## src/rtl/pending_bit_encoder.sv

```systemverilog
// Serialises a captured request vector into ascending set-bit indices,
// one per valid/ready handshake.
module pending_bit_encoder #(
   parameter int WIDTH = 32,
   parameter int IDX_W = 5
) (
   input  logic             clk,
   input  logic             rst_n,
   input  logic             load,
   input  logic [WIDTH-1:0] req_vec,
   input  logic             ready,
   output logic             valid,
   output logic [IDX_W-1:0] idx,
   output logic [WIDTH-1:0] onehot,
   output logic [IDX_W:0]   remaining,
   output logic             busy,
   output logic             done
);

   typedef enum logic {
      IDLE,
      SCAN
   } state_e;

   state_e           state_q;
   logic [WIDTH-1:0] pend_q;
   logic             done_q;

   logic [WIDTH-1:0] low_c;
   logic [WIDTH-1:0] pend_d;
   logic [IDX_W-1:0] idx_c;
   logic [IDX_W:0]   cnt_c;

   // Isolate the lowest set bit: pend & -pend.
   assign low_c  = pend_q & (~pend_q + WIDTH'(1));
   assign pend_d = pend_q & ~low_c;

   always_comb begin
      idx_c = '0;
      for (int i = WIDTH - 1; i >= 0; i--) begin
         if (pend_q[i]) idx_c = IDX_W'(i);
      end
   end

   always_comb begin
      cnt_c = '0;
      for (int i = 0; i < WIDTH; i++) begin
         cnt_c = cnt_c + {{IDX_W{1'b0}}, pend_q[i]};
      end
   end

   always_ff @(posedge clk or negedge rst_n) begin
      if (!rst_n) begin
         state_q <= IDLE;
         pend_q  <= '0;
         done_q  <= 1'b0;
      end else begin
         done_q <= 1'b0;
         case (state_q)
            IDLE: begin
               if (load) begin
                  if (req_vec != '0) begin
                     pend_q  <= req_vec;
                     state_q <= SCAN;
                  end else begin
                     done_q <= 1'b1;
                  end
               end
            end
            SCAN: begin
               if (ready) begin
                  pend_q <= pend_d;
                  if (pend_d == '0) begin
                     state_q <= IDLE;
                     done_q  <= 1'b1;
                  end
               end
            end
            default: state_q <= IDLE;
         endcase
      end
   end

   assign valid     = (state_q == SCAN);
   assign busy      = (state_q == SCAN);
   assign idx       = valid ? idx_c : '0;
   assign onehot    = valid ? low_c : '0;
   assign remaining = cnt_c;
   assign done      = done_q;

endmodule

```

## config.mk

```make
export PLATFORM = sky130hd
export DESIGN_NAME = pending_bit_encoder
export DESIGN_NICKNAME = d
export VERILOG_FILES = /design/src/rtl/pending_bit_encoder.sv
export SDC_FILE = /design/constraint.sdc
export NUM_CORES = 1
export LEC_CHECK = 0
export ABC_AREA = 1
export BUFFER_PORTS_ARGS = -buffer_cell sky130_fd_sc_hd__buf_2
export CAP_MARGIN = 20
export CORE_MARGIN = 1.5
export CORE_UTILIZATION = 59
export CTS_CLUSTER_SIZE = 10
export DETAILED_ROUTE_END_ITERATION = 8
export PLACE_DENSITY = 0.95
export SLEW_MARGIN = 0
export SYNTH_ARGS = -nofsm -noshare
export SYNTH_HDL_FRONTEND = slang
export SYNTH_SLANG_ARGS = --single-unit
```

## constraint.sdc

```tcl
create_clock -name clk -period 11.37 [get_ports clk]
set_clock_uncertainty 0.05 [all_clocks]
set_input_delay 0.5685 -clock clk [delete_from_list [all_inputs] [get_ports clk]]
set_output_delay 0.5685 -clock clk [all_outputs]
set_load 0.03 [all_outputs]
```

==> qor.yml, run 1 <==
rsz0062_at_grt: "no"
clkTransAtPathRegs_ps: 80
cts_max_path_buffers: 2
synthFlopType: "dfrtp_1"
relSlewSlack: 0.444
slew_viol_final: 0
cts_setup_buffers: 0
fp.dieH_um: 79.2
worst-r2r-setup-slack_ps: 8350
tightest_slew_ps: 834
crit_buf_inv: 6
wl_per_cell_um: 15.7
final_core_util: 0.715
worstPathRequired_ps: 10750
worstPathArrival_ps: 5160
cts_hold_buffers: 0
fmax_ghz: 0.173
mostFrequentLayoutCell: "nand2_1"
dr.pass1.iters: 5
drive_above_1_share: 0.216
rr_startpoint: "pend_q[0]$_DFFE_PN0P_"
core_area_sq_um: 5540
fin_setup_tns_ps: 0
drc: 0
syn_to_final_growth_pct: 15.8
start_util: 0.618
gr-total-overflow: 0
dieArea_sq_um: 6270
grtUsageTotal: 0.331
fin_ws_ps: 5600
cp_slowest_cell: "fa_1"
path_common_cell: "fa_1"
routed_wl_mm: 9.77
post-route-period-util: 0.508
critPathTopFamily: "adder cells"
worst_path_largest_cell_delay_ps: 560
ys_types: 32
mostFrequentLayoutCells: "101 x nand2_1, 81 x buf_2, 71 x inv_1"
die_x_um: 79.2
yosysSeqAreaShare: 0.249
syn_avg_cell_area_sq_um: 7.17
crit_type: "register to output pin"
timing.rr.end: "busy$_DFF_PN0_"
clk_latency_ps: 310
gp_congestion: 0.944
numCtsBuffers: 5
drtIter0Drc: 577
grt_max_degree: 66
synth_nets: 547
r2r_cells: 19
synth_edf_count: 0
antenna_found_initial: 0
diodes: 0
drtAntennaViolNets: 0
vias: 3712
hold_violations: 0
synth_area_sq_um: 3420
numPortBuffers: 81
status: "completed"
dp_slack_ps: 5980
grt_pass1_wl_mm: 16.1
drv_cap: 0
cts_root_buffer: "clkbuf_8"
final_nets: 620
crit_fanout: 4
cts_tree: "yes"
min_period_ps: 5770
hp-class: "input pin to async pin"
netlist_instances: 477
setup_viol: 0
crit_path_end_kind: "output pin"
cts_resized: 0
hpwlAfterDp_mm: 7.39
start_kind: "register"
via_per_inst: 5.96
ctsHtreeMaxLevel: 2
path_cells: "fa_1, inv_1, fa_1, inv_1, fa_1, inv_1, fa_1, fa_1, fa_1, inv_1, ha_1, inv_1, fa_1, o21a_1, xor2_1, buf_2"
io_pins: 82
grt_pass1_vias: 3455
synthArstFlopShare: 1.00
ys_seq_elements: 34
std_cell_rows: 27
cts_sinks: 34
ys.warnings.count: 0
worst max path at each step:
stage,startpoint,cells after the start,end,slack [ps]
floorplan,pend_q[1]$_DFFE_PN0P_,13,remaining[4],6030
global placement,pend_q[17]$_DFFE_PN0P_,16,remaining[4],6050
detailed placement,pend_q[17]$_DFFE_PN0P_,16,remaining[4],5980
CTS,pend_q[17]$_DFFE_PN0P_,16,remaining[4],5600
global route,pend_q[17]$_DFFE_PN0P_,16,remaining[4],5430
finish,pend_q[17]$_DFFE_PN0P_,16,remaining[4],5600
cell usage after synthesis, drive strengths merged, types with 3 or more instances:
cell type | n | area share
nor4 | 15 | 0.034
clkbuf | 15 | 0.016
a21oi | 15 | 0.022
nand2 | 107 | 0.12
inv | 77 | 0.084
nor3 | 32 | 0.050
nand3 | 9 | 0.013
fa | 24 | 0.14
buf | 3 | 0.0044
dfrtp | 34 | 0.25
a31oi | 8 | 0.015
o21ai | 38 | 0.056
nand4 | 10 | 0.022
ha | 10 | 0.037
nor2 | 49 | 0.068
o211ai | 22 | 0.048
stage by stage:
stage / hold slack (ps) / cell area, sq um / cells
after floorplan: 223 / 3420 / 477
after global placement: 523 / 3870 / 615
after detailed placement: 525 / 3870 / 615
after CTS: 331 / 3960 / 623
after global routing: 359 / 3960 / 623
final: 312 / 3960 / 623
layout make-up:
| type | count | area, sq um |
|---|---|---|
| Timing Repair Buffer | 84 | 428 |
| Clock buffer | 7 | 86.3 |
| Fill cell | 429 | 1580 |
| Sequential cell | 34 | 852 |
| Clock inverter | 1 | 5.00 |
| Inverter | 77 | 289 |
| Multi-Input combinational cell | 348 | 2210 |
| Tap cell | 72 | 90.1 |
per-layer routing:
metal	part of all wire	wire length, um	GRT usage	vias to the layer above
li1	-	-	-	1720
met1	0.41	4020	0.445	1709
met2	0.47	4620	0.539	256
met3	0.093	907	0.0632	27
met4	0.022	216	0.107	0
met5	0	0	0	-
kinds of logic after synthesis:
group / share of synthesized area
and+or+nand+nor: 0.311
buffers and inverters: 0.105
AOI/OAI and AO/OA: 0.151
adders and majority gates: 0.177
DFF: 0.249
xor gates and xnor gates: 0.00768
worst reg2reg max path: stages (launching register included):
cell and delay, ps:
dfrtp_1 460, inv_1 160, ha_1 180, inv_1 110, nor2_4 150, inv_2 60, nor2_2 110, inv_2 70
nor2_4 120, nand2_2 100, nor2_4 150, nand2_2 110, nor2_2 130, nand2_1 80, nand2_1 100, nand4_2 120
nor4_2 330, nand4_1 190, nand2_1 100, nand2_1 50
state kept, by name, summed over array words and instances, names as in the netlist:
signal  count
pend_q     32
busy        1
done        1
Power of run 1 is not shown: default switching activity piles up to over one toggle a cycle in this logic, so the estimate is an artifact.
==> run 2: changes to the inputs <==
- CORE_UTILIZATION: 59 -> 50
- PLACE_DENSITY: 0.95 -> 0.89
- clock period: 11.37 -> 4.6 ns (I/O delays scaled with it)
==> qor.yml, run 2 (synthesis gave the netlist of run 1 again) <==
syn_to_final_growth_pct: 25.8
largest_reg_flops: 32  # unchanged
crit_fanout: 2  # -2
relSlewSlack: 0.445  # +0.00160
wl_per_cell_um: 16.0  # +2.0%
hold_violations: 34  # +34
gr-total-overflow: 0  # unchanged
failed_checks: "hold timing, setup timing"
start_util: 0.527  # -0.0908
tightest_slew_ps: 832  # -2.40 ps
fin_cells: 654  # +5.0%
drtIter0Drc: 363  # -37%
io_pins: 82  # unchanged
rr_startpoint: "pend_q[0]$_DFFE_PN0P_"
status: "finished, violations left"
via_per_inst: 5.86  # -1.7%
worstPathRequired_ps: 4320  # -6430 ps
mostFrequentLayoutCell: "nand2_1"
crit_type: "register to output pin"
hold_ws_ps: -24.5  # -337 ps
fp.dieH_um: 85.7  # +8.3%
r2r_cells: 20  # +1
timing.rr.end: "busy$_DFF_PN0_"
post-route-period-util: 1.13
drc: 0  # unchanged
dr.pass1.iters: 5  # unchanged
antenna_found_initial: 0  # unchanged
post-route-cell-area_sq_um: 4310  # +8.7%
final_nets: 646  # +4.2%
cts_tree: "yes"
numCtsBuffers: 5  # unchanged
ctsHtreeMaxLevel: 2  # unchanged
drv_cap: 0  # unchanged
diodes: 0  # unchanged
cts_hold_buffers: 0  # unchanged
cts_root_buffer: "clkbuf_8"
numPortBuffers: 81  # unchanged
grt_max_degree: 65  # -1.5%
core_area_sq_um: 6490  # +17%
rsz0062_at_grt: "yes"
drive_above_1_share: 0.282  # +0.0665
dp_cells: 642  # +4.4%
routed_wl_mm: 10.5  # +7.1%
cts_max_path_buffers: 2  # unchanged
grt_pass1_wl_mm: 16.7  # +3.3%
vias: 3830  # +3.2%
mostFrequentLayoutCells: "101 x nand2_1, 76 x buf_2, 67 x inv_1"
grtUsageTotal: 0.292  # -0.0394
hpwlAfterDp_mm: 7.81  # +5.7%
clkTransAtPathRegs_ps: 70  # about the same
std_cell_rows: 29  # +7.4%
dieArea_sq_um: 7350  # +17%
grt_pass1_vias: 3492  # +1.1%
cts_sinks: 34  # unchanged
fin_setup_tns_ps: -2760  # -2760 ps
worst-r2r-setup-slack_ps: 1500  # -6850 ps
regMostFlops: "pend_q"
slew_viol_final: 0  # unchanged
start_kind: "register"
fin_ws_ps: -614  # -6210 ps
fmax_ghz: 0.192
setup_viol: 5  # +5
min_period_ps: 5210
gp_congestion: 0.966  # +2.3%
drtAntennaViolNets: 0  # unchanged
worstPathArrival_ps: 4930  # -230 ps
crit_path_end_kind: "output pin"
die_x_um: 85.7  # +8.3%
place_area_sq_um: 4080  # +5.5%
hp-class: "input pin to async pin"
n_fill_cell: 502  # +17%
clk_latency_ps: 300  # about the same
==> run 2: cell count changes in the layout (fill, tap and decap cells not counted), sizes merged <==
| cell | change |
|---|---|
| clkbuf | +1 |
| clkinv | -1 |
| buf | +26 |
==> run 2: area by class of cell <==
cell class | count | area [sq um] | area share
tap | 77 | 96.3 | 0.0224
multi-input combinational | 348 | 2290 | 0.533
timing repair buffer | 110 | 662 | 0.154
inverter | 77 | 289 | 0.0671
clock buffer | 8 | 110 | 0.0256
sequential | 34 | 853 | 0.198
==> run 2: worst max path at each step <==
stage,start,end,depth (start not counted)
floorplan,pend_q[17]$_DFFE_PN0P_,remaining[4],15
global placement,pend_q[19]$_DFFE_PN0P_,remaining[4],16
detailed placement,pend_q[19]$_DFFE_PN0P_,remaining[4],16
CTS,pend_q[17]$_DFFE_PN0P_,remaining[4],16
global route,pend_q[17]$_DFFE_PN0P_,remaining[4],16
finish,pend_q[17]$_DFFE_PN0P_,remaining[4],16
==> run 2: per-layer routing <==
metal / GRT usage / up-vias / part of all wire
met3: 0.0549 / 27 / 0.094
li1: - / 1769 / -
met1: 0.387 / 1789 / 0.39
met2: 0.486 / 245 / 0.49
met5: 0 / - / 0
met4: 0.0894 / 0 / 0.022
==> run 2: worst max-delay path, cell delays in order, from the launching register on <==
cell and delay [ps]:
dfrtp_1 410, fa_1 570, inv_2 40, fa_1 500, inv_1 60, fa_1 470
inv_1 50, fa_1 440, fa_1 540, fa_1 450, inv_2 90, ha_4 140
inv_2 40, fa_2 340, o21a_4 220, xor2_4 140, buf_6 140
==> run 2: timing repair <==
action                     CTS  global route
setup buffers                1             3
resized for setup           17             8
pin swaps                    2             5
setup endpoints to repair    6             6
==> run 2: stage by stage <==
stage / utilization / setup WS [ps]
2_1_floorplan: - / -166
3_3_place_gp: 0.628 / -336
3_5_place_dp: 0.628 / -412
4_1_cts: 0.656 / -617
5_1_grt: 0.663 / -757
6_report: 0.663 / -614
Power of run 2 is left out for the same reason.
